File: src/rtl/regfile_wb_arbiter_if.sv
// regfile_wb_arbiter_if
//  Bundles the two writeback request channels (ALU, MEM) and the shared
//  register-file write port.
//  Signals:
//    alu_valid/alu_rd/alu_wd, alu_ready : ALU writeback request + accept
//    mem_valid/mem_rd/mem_wd, mem_ready : MEM (load) writeback request + accept
//    rf_we/rf_rd/rf_wd/rf_src           : registered regfile write port
//  Modports:
//    slave  : arbiter side (takes requests, drives readies and rf port)
//    master : requester / regfile side
interface regfile_wb_arbiter_if #(
  parameter int unsigned DATA_W = 32,
  parameter int unsigned ADDR_W = 5
);
  logic              alu_valid;
  logic [ADDR_W-1:0] alu_rd;
  logic [DATA_W-1:0] alu_wd;
  logic              alu_ready;

  logic              mem_valid;
  logic [ADDR_W-1:0] mem_rd;
  logic [DATA_W-1:0] mem_wd;
  logic              mem_ready;

  logic              rf_we;
  logic [ADDR_W-1:0] rf_rd;
  logic [DATA_W-1:0] rf_wd;
  logic              rf_src;

  modport slave (
    input  alu_valid, alu_rd, alu_wd,
    input  mem_valid, mem_rd, mem_wd,
    output alu_ready, mem_ready,
    output rf_we, rf_rd, rf_wd, rf_src
  );

  modport master (
    output alu_valid, alu_rd, alu_wd,
    output mem_valid, mem_rd, mem_wd,
    input  alu_ready, mem_ready,
    input  rf_we, rf_rd, rf_wd, rf_src
  );
endinterface

File: src/rtl/regfile_wb_arbiter.sv
// regfile_wb_arbiter
//  Shares the single register-file write port between the ALU and MEM
//  writeback sources. MEM has fixed priority; an anti-starvation FSM hands
//  priority to the ALU after STARVE_MAX consecutive lost ALU cycles.
//  One write per cycle, write port registered (latency 1).
//  Ports:
//    clk       : clock, rising edge
//    rst_n     : asynchronous active-low reset
//    hold      : freeze writeback (no grants, FSM frozen, stalls still counted)
//    bus       : request channels + regfile write port (slave modport)
//    stall_cnt : saturating count of cycles with any valid-but-not-accepted request
module regfile_wb_arbiter #(
  parameter int unsigned DATA_W     = 32,
  parameter int unsigned ADDR_W     = 5,
  parameter int unsigned STARVE_MAX = 3,
  parameter int unsigned STALL_W    = 16
) (
  input  logic                 clk,
  input  logic                 rst_n,
  input  logic                 hold,
  regfile_wb_arbiter_if.slave  bus,
  output logic [STALL_W-1:0]   stall_cnt
);

  localparam int unsigned SW = $clog2(STARVE_MAX + 1);
  // starve value at which one more lost cycle hands priority to the ALU
  localparam logic [SW-1:0] STARVE_LAST = SW'(STARVE_MAX - 1);

  typedef enum logic {
    MEM_PRIO = 1'b0,
    ALU_PRIO = 1'b1
  } state_t;

  state_t            state;
  logic [SW-1:0]     starve;
  logic              alu_ready_c;
  logic              mem_ready_c;
  logic              stall_evt;

  logic              rf_we_q;
  logic [ADDR_W-1:0] rf_rd_q;
  logic [DATA_W-1:0] rf_wd_q;
  logic              rf_src_q;
  logic [STALL_W-1:0] stall_q;

  // Grant: a ready is only ever raised for a valid requester, so ready alone
  // marks a transfer.
  always_comb begin
    alu_ready_c = 1'b0;
    mem_ready_c = 1'b0;
    if (!hold) begin
      if (state == MEM_PRIO) begin
        mem_ready_c = bus.mem_valid;
        alu_ready_c = bus.alu_valid & ~bus.mem_valid;
      end else begin
        alu_ready_c = bus.alu_valid;
        mem_ready_c = bus.mem_valid & ~bus.alu_valid;
      end
    end
  end

  always_comb begin
    stall_evt = (bus.alu_valid & ~alu_ready_c) | (bus.mem_valid & ~mem_ready_c);
  end

  always_ff @(posedge clk or negedge rst_n) begin
    if (!rst_n) begin
      state    <= MEM_PRIO;
      starve   <= '0;
      rf_we_q  <= 1'b0;
      rf_rd_q  <= '0;
      rf_wd_q  <= '0;
      rf_src_q <= 1'b0;
      stall_q  <= '0;
    end else begin
      // Write port: x0 transfers complete the handshake but never write.
      rf_we_q <= 1'b0;
      if (alu_ready_c) begin
        rf_we_q  <= |bus.alu_rd;
        rf_rd_q  <= bus.alu_rd;
        rf_wd_q  <= bus.alu_wd;
        rf_src_q <= 1'b0;
      end else if (mem_ready_c) begin
        rf_we_q  <= |bus.mem_rd;
        rf_rd_q  <= bus.mem_rd;
        rf_wd_q  <= bus.mem_wd;
        rf_src_q <= 1'b1;
      end

      if (stall_evt && (stall_q != '1)) begin
        stall_q <= stall_q + 1'b1;
      end

      if (!hold) begin
        case (state)
          MEM_PRIO: begin
            if (alu_ready_c) begin
              starve <= '0;
            end else if (bus.alu_valid) begin
              if (starve == STARVE_LAST) begin
                starve <= '0;
                state  <= ALU_PRIO;
              end else begin
                starve <= starve + 1'b1;
              end
            end
          end
          ALU_PRIO: begin
            if (alu_ready_c || !bus.alu_valid) begin
              starve <= '0;
              state  <= MEM_PRIO;
            end
          end
          default: begin
            starve <= '0;
            state  <= MEM_PRIO;
          end
        endcase
      end
    end
  end

  assign bus.alu_ready = alu_ready_c;
  assign bus.mem_ready = mem_ready_c;
  assign bus.rf_we     = rf_we_q;
  assign bus.rf_rd     = rf_rd_q;
  assign bus.rf_wd     = rf_wd_q;
  assign bus.rf_src    = rf_src_q;
  assign stall_cnt     = stall_q;

endmodule
File: src/flat_wrapper.sv
// flat-port wrapper written by rule: the top's interface ports become plain ports
module regfile_wb_arbiter_flat 
#(
  parameter int unsigned DATA_W     = 32,
  parameter int unsigned ADDR_W     = 5,
  parameter int unsigned STARVE_MAX = 3,
  parameter int unsigned STALL_W    = 16
)
  (clk, rst_n, hold, stall_cnt, bus_alu_valid, bus_alu_rd, bus_alu_wd, bus_mem_valid, bus_mem_rd, bus_mem_wd, bus_alu_ready, bus_mem_ready, bus_rf_we, bus_rf_rd, bus_rf_wd, bus_rf_src);
  regfile_wb_arbiter_if #(.DATA_W(DATA_W), .ADDR_W(ADDR_W)) bus_i ();
  input  logic clk;
  input  logic rst_n;
  input  logic hold;
  output logic [STALL_W-1:0] stall_cnt;
  input wire logic [$bits(bus_i.alu_valid)-1:0] bus_alu_valid;
  input wire logic [$bits(bus_i.alu_rd)-1:0] bus_alu_rd;
  input wire logic [$bits(bus_i.alu_wd)-1:0] bus_alu_wd;
  input wire logic [$bits(bus_i.mem_valid)-1:0] bus_mem_valid;
  input wire logic [$bits(bus_i.mem_rd)-1:0] bus_mem_rd;
  input wire logic [$bits(bus_i.mem_wd)-1:0] bus_mem_wd;
  output wire logic [$bits(bus_i.alu_ready)-1:0] bus_alu_ready;
  output wire logic [$bits(bus_i.mem_ready)-1:0] bus_mem_ready;
  output wire logic [$bits(bus_i.rf_we)-1:0] bus_rf_we;
  output wire logic [$bits(bus_i.rf_rd)-1:0] bus_rf_rd;
  output wire logic [$bits(bus_i.rf_wd)-1:0] bus_rf_wd;
  output wire logic [$bits(bus_i.rf_src)-1:0] bus_rf_src;
  assign bus_i.alu_valid = bus_alu_valid;
  assign bus_i.alu_rd = bus_alu_rd;
  assign bus_i.alu_wd = bus_alu_wd;
  assign bus_i.mem_valid = bus_mem_valid;
  assign bus_i.mem_rd = bus_mem_rd;
  assign bus_i.mem_wd = bus_mem_wd;
  assign bus_alu_ready = bus_i.alu_ready;
  assign bus_mem_ready = bus_i.mem_ready;
  assign bus_rf_we = bus_i.rf_we;
  assign bus_rf_rd = bus_i.rf_rd;
  assign bus_rf_wd = bus_i.rf_wd;
  assign bus_rf_src = bus_i.rf_src;
  regfile_wb_arbiter #(.DATA_W(DATA_W), .ADDR_W(ADDR_W), .STARVE_MAX(STARVE_MAX), .STALL_W(STALL_W)) u_core (.clk(clk), .rst_n(rst_n), .hold(hold), .bus(bus_i), .stall_cnt(stall_cnt));
endmodule
File: config.mk
export PLATFORM = sky130hd
export DESIGN_NAME = regfile_wb_arbiter_flat
export DESIGN_NICKNAME = d
export VERILOG_FILES = /design/src/rtl/regfile_wb_arbiter_if.sv /design/src/rtl/regfile_wb_arbiter.sv /design/src/flat_wrapper.sv
export SDC_FILE = /design/constraint.sdc
export NUM_CORES = 1
export LEC_CHECK = 0
export CAP_MARGIN = 40
export CORE_MARGIN = 2
export CORE_UTILIZATION = 60
export CTS_CLUSTER_DIAMETER = 80
export DETAILED_ROUTE_END_ITERATION = 8
export DONT_BUFFER_PORTS = 1
export MAX_ROUTING_LAYER = met4
export PLACE_DENSITY = 0.85
export SLEW_MARGIN = 20
export SYNTH_ARGS = -nofsm -noshare
export SYNTH_HDL_FRONTEND = slang
export SYNTH_SLANG_ARGS = --single-unit
File: constraint.sdc
create_clock -name clk -period 3.02 [get_ports clk]
set_input_delay 0.302 -clock clk [delete_from_list [all_inputs] [get_ports clk]]
set_output_delay 0.302 -clock clk [all_outputs]
set_load 0.02 [all_outputs]
; ---- Yosys cells after proc, flatten, opt, wreduce, memory -nomap -nowiden
; Cells that the tools add are included.
[word_totals]
ff_bits = 58
latchBits = 0
mem_bits_rw = 0
mem_bits_ro = 0
elab_cells = 53
n_memories = 0
[classes]
n_addsub = 2
multipliers = 0
div = 0
magnitude_cmp = 0
eq_ne = 4
n_shift = 0
mux = 22
bitwise = 11
n_reduce_logical = 7
[op_table]
columns = operator, count
row1 = $mux 32, 2
row2 = $add 16x1->16 const B, 1
row3 = $ne 16x16->1 const B, 1
row4 = $mux 1, 12
row5 = $mux 5, 2
row6 = $reduce_or 5->1, 2
row7 = $mux 2, 4
row8 = $not 1->1, 6
row9 = $and 1x1->1, 4
row10 = $pmux 2 s2, 1
row11 = $ne 3x2->1 const B, 1
row12 = $reduce_and 3->1, 1
row13 = $add 2x1->2 const B, 1
row14 = $eq 2x2->1 const B, 1
row15 = $ne 2x2->1 const B, 1
row16 = $pmux 1 s2, 1
row17 = $reduce_bool 2->1, 1
row18 = $logic_and 1x1->1, 1
row19 = $logic_not 1->1, 1
row20 = $logic_or 1x1->1, 1
row21 = $or 1x1->1, 1

; ---- Logic depth before layout (Yosys ltp)
[depth]
word_depth = 8
mapped_depth = 6
mapped_depth_nobuf = 6

; ---- Worst setup path before layout
; OpenSTA, ideal clock, no wires.
[synth_timing]
path_type = register to register
from = register u_core.stall_q[0], in the netlist u_core.stall_cnt[0]
to = register u_core.stall_q[15], in the netlist u_core.stall_cnt[15]
arrival_time_ns = 1.768
t_required_ns = 2.940
setup_slack_ns = 1.172
path_stages_with_launch = 7
n_path_buf = 0
path_cell_list = dfrtp_1 ha_1 nand4_1 nor4_1 or4b_4 nor3_1 xor2_1
[synth_between]
elab_chain_cells = 2
elab_cells_between_ends = 3
cone_classes = add/sub (1) / eq/ne (1) / reduce/logical (1)
[synth_lines]
columns = item, line_no
row1 = from (decl), regfile_wb_arbiter.sv:44  ; logic [STALL_W-1:0] stall_q;
row2 = from (signal assigned), regfile_wb_arbiter.sv:91  ; stall_q <= stall_q + 1'b1;
row3 = branches (longest 2 deep; another with $add 16x1->16), -
; Several ways; the timed one is not identified.
; A chain may end at the register's enable or synchronous reset.

; ---- Worst setup path in the final report
; Same ends and word-level chain as after synthesis.

==> impl_metrics.toml <==
[status]
status = "completed"

[finish]
diodes = 0
fin_nets = 340
drive_above_1_share = 0.07955
area_growth_pct = 8.534
instances_no_fill = 316
layout_common_cells = "dfrtp_1, nand2_1, o21ai_0"
final_common_cell = "dfrtp_1"
n_fill_cell = 339

[clocking]
cts_tree = "built"
cts_root_buffer = "clkbuf_8"
clk_latency_ps = 310
post_cts_resized = 0
cts_hold_buffers = 2
cts_buffers = 9
clkTransAtPathRegs_ps = 60
htreeDepth = 3
cts_sinks = 58
ctsLongestPathBuffers = 2
post_cts_buffers = 0

[route]
first_iter_violations = 117
met2_wirelength_um = 2709
m1WireLength_um = 2125
routedWlPerCell_um = 16.94
drc = 0
first_pass_iters = 4
highest_layer = "met4"
dr_wl_met3_um = 466
totalWireLength_um = 5354
ant_nets = 0
num_vias = 1843
viasPerCell = 5.832

[setup_path]
reg2reg_slack_ps = 990
worst-path-buf-inv = 0
cp-end-kind = "register"
max_stage_delay_ps = 540
worstSetupPathType = "register to register"
cp_slowest_cell = "or4b_4"
path_delay_family = "simple AND/OR/NAND/NOR gates"
cp.arrival_ps = 2260
critPathRequiredTime_ps = 3260
crit_chain = "ha_1 -> nand4_1 -> nor4_1 -> or4b_4 -> nor3_1 -> xor2_1"
worstPathMaxFanout = 4
start_kind = "register"

[power]
p_per_area_nw_per_um2 = 696.4
finalPower_mw = 2.039
max-vdd-ir-drop_mv = 0.3935
power_leakage_nw = 1.250

[synth]
synth_top_area_cell = "dfrtp_1"
synth_warnings = 0
synthTopCellsByArea = "dfrtp_1, mux2i_1, o21ai_0"
synth_top_cell_area_share = 0.5380
syn_area_um2 = 2698
synth_fa_ha_area_frac = 0.008349
ys_seq_area_frac = 0.5380
syn_avg_cell_area_um2 = 10.46
netlist_instances = 258
syn_nets = 338
synth_cell_types = 32
synth_top_family_by_area = "multiplexers"
ys_seq_elements = 58
synth_xor_area_frac = 0.04870
yosys.area_share.simple = 0.1285
synthMuxAreaShare = 0.1452
synth_compound_area_frac = 0.09879

[worst_hold_path]
hp-class = "input pin to register"

[die]
die_x_um = 71.05
die-height_um = 71.05
die-area_um2 = 5048
core_region_area_um2 = 4354
io_pins = 136
fp-row-count = 24
start_util = 0.6195

[timing]
finalHoldViolCount = 0
rsz0062_at_grt = "no"
fin_crit_ps = 2025
slew_headroom = 0.5540
tns_ps = 0
max_freq_mhz = 493.8
setup-violations-final = 0
fin_ws_ps = 994.9
fin_crit_sh = 0.6706
slew_viol_final = 0
skew_ps = 3.012
worst-slew-pin-transition_ps = 669.0

[placed_design]
place_congestion = 0.8305
portBuffers = 0
dp.cells = 299
dpl_worst_slack_ps = 996.2
dp_hpwl_um = 3888

[global_routing]
grt_pass1_vias = 1836
grt_max_degree = 59
grt_use_total = 0.2292
grt_pass1_wl_um = 8618
antenna_found_initial = 0
grt-ovfl-total = 0

[flow_run]
maxCapViolations = 0
-- worst reg2reg max path: stages, from the launching register on --
cell and delay, ps:
dfrtp_1 480, ha_1 300, nand4_1 110, nor4_1 70, or4b_4 540, nor3_1 260, xor2_1 170
-- per-stage QoR --
step / hold slack, ps / area (µm²) / util
finish: 101.3 / 2928 / 0.6724
global route: 97.34 / 2928 / 0.6724
CTS: 88.00 / 2928 / 0.6724
detailed placement: 7.607 / 2739 / 0.6290
global placement: 7.759 / 2739 / 0.6290
floorplan: 6.409 / 2698 / -
-- Yosys cell counts, drive strengths merged --
cell / n
nand2b: 1
clkbuf: 8
maj3: 1
dfrtp: 58
nor3: 3
mux2i: 38
o21ai: 40
inv: 8
a22o: 1
and4: 1
nand3: 6
or4: 2
a21oi: 1
ha: 1
o41ai: 1
nor4: 2
nand4: 4
nor3b: 1
or2b: 1
nor2: 8
o211ai: 1
o21bai: 2
a2bb2oi: 1
buf: 5
mux2: 1
a211oi: 1
or4b: 2
xnor2: 5
xor2: 10
nand2: 44
-- cell families after synthesis --
logic type / after synthesis
simple gates: 75
flops: 58
compound gates: 48
mux: 39
buf+inv: 21
xor+xnor: 15
fa+ha+maj: 2
-- power by group --
group	internal, mW	switching, mW	leakage [nW]
clock network	0.287	0.275	0.0827
registers	0.910	0.294	0.709
logic	0.127	0.146	0.458
total	1.32	0.714	1.25
-- state kept, by name (all words and copies together), names as in the netlist --
signal	cells
u_core.bus.rf_rd	5
u_core.bus.rf_src	1
u_core.bus.rf_wd	32
u_core.bus.rf_we	1
u_core.stall_cnt	16
u_core.starve	2
u_core.state	1
-- final cells by class --
cell class                 count  area (µm²)  share of cell area
clock buffer                  11       131.4             0.04487
tap                           52       65.06             0.02222
clock inverter                 4       20.02            0.006838
multi-input combinational    179        1177              0.4021
timing repair buffer           4       52.55             0.01795
inverter                       8       30.03             0.01026
sequential                    58        1451              0.4957
-- routing by layer --
layer / global-route usage / up-vias
met5: - / -
met4: 0.08386 / 0
met3: 0.07977 / 8
met2: 0.3624 / 89
met1: 0.2732 / 854
li1: - / 892
-- final timing paths --
kind,startpoint,end,cells past startpoint
max reg2reg,u_core.stall_cnt[0]$_DFFE_PN0P_,u_core.stall_cnt[15]$_DFFE_PN0P_,6
min,hold,u_core.state$_DFFE_PN0N_,2
min reg2reg,u_core.starve[0]$_DFFE_PN0P_,u_core.state$_DFFE_PN0N_,1
max in group asynchronous,rst_n,u_core.bus.rf_wd[18]$_DFFE_PN0P_,2
min in group asynchronous,rst_n,u_core.starve[1]$_DFFE_PN0P_,2
max,u_core.stall_cnt[0]$_DFFE_PN0P_,u_core.stall_cnt[15]$_DFFE_PN0P_,6
Note: power is estimated with default switching activity, not from simulation.
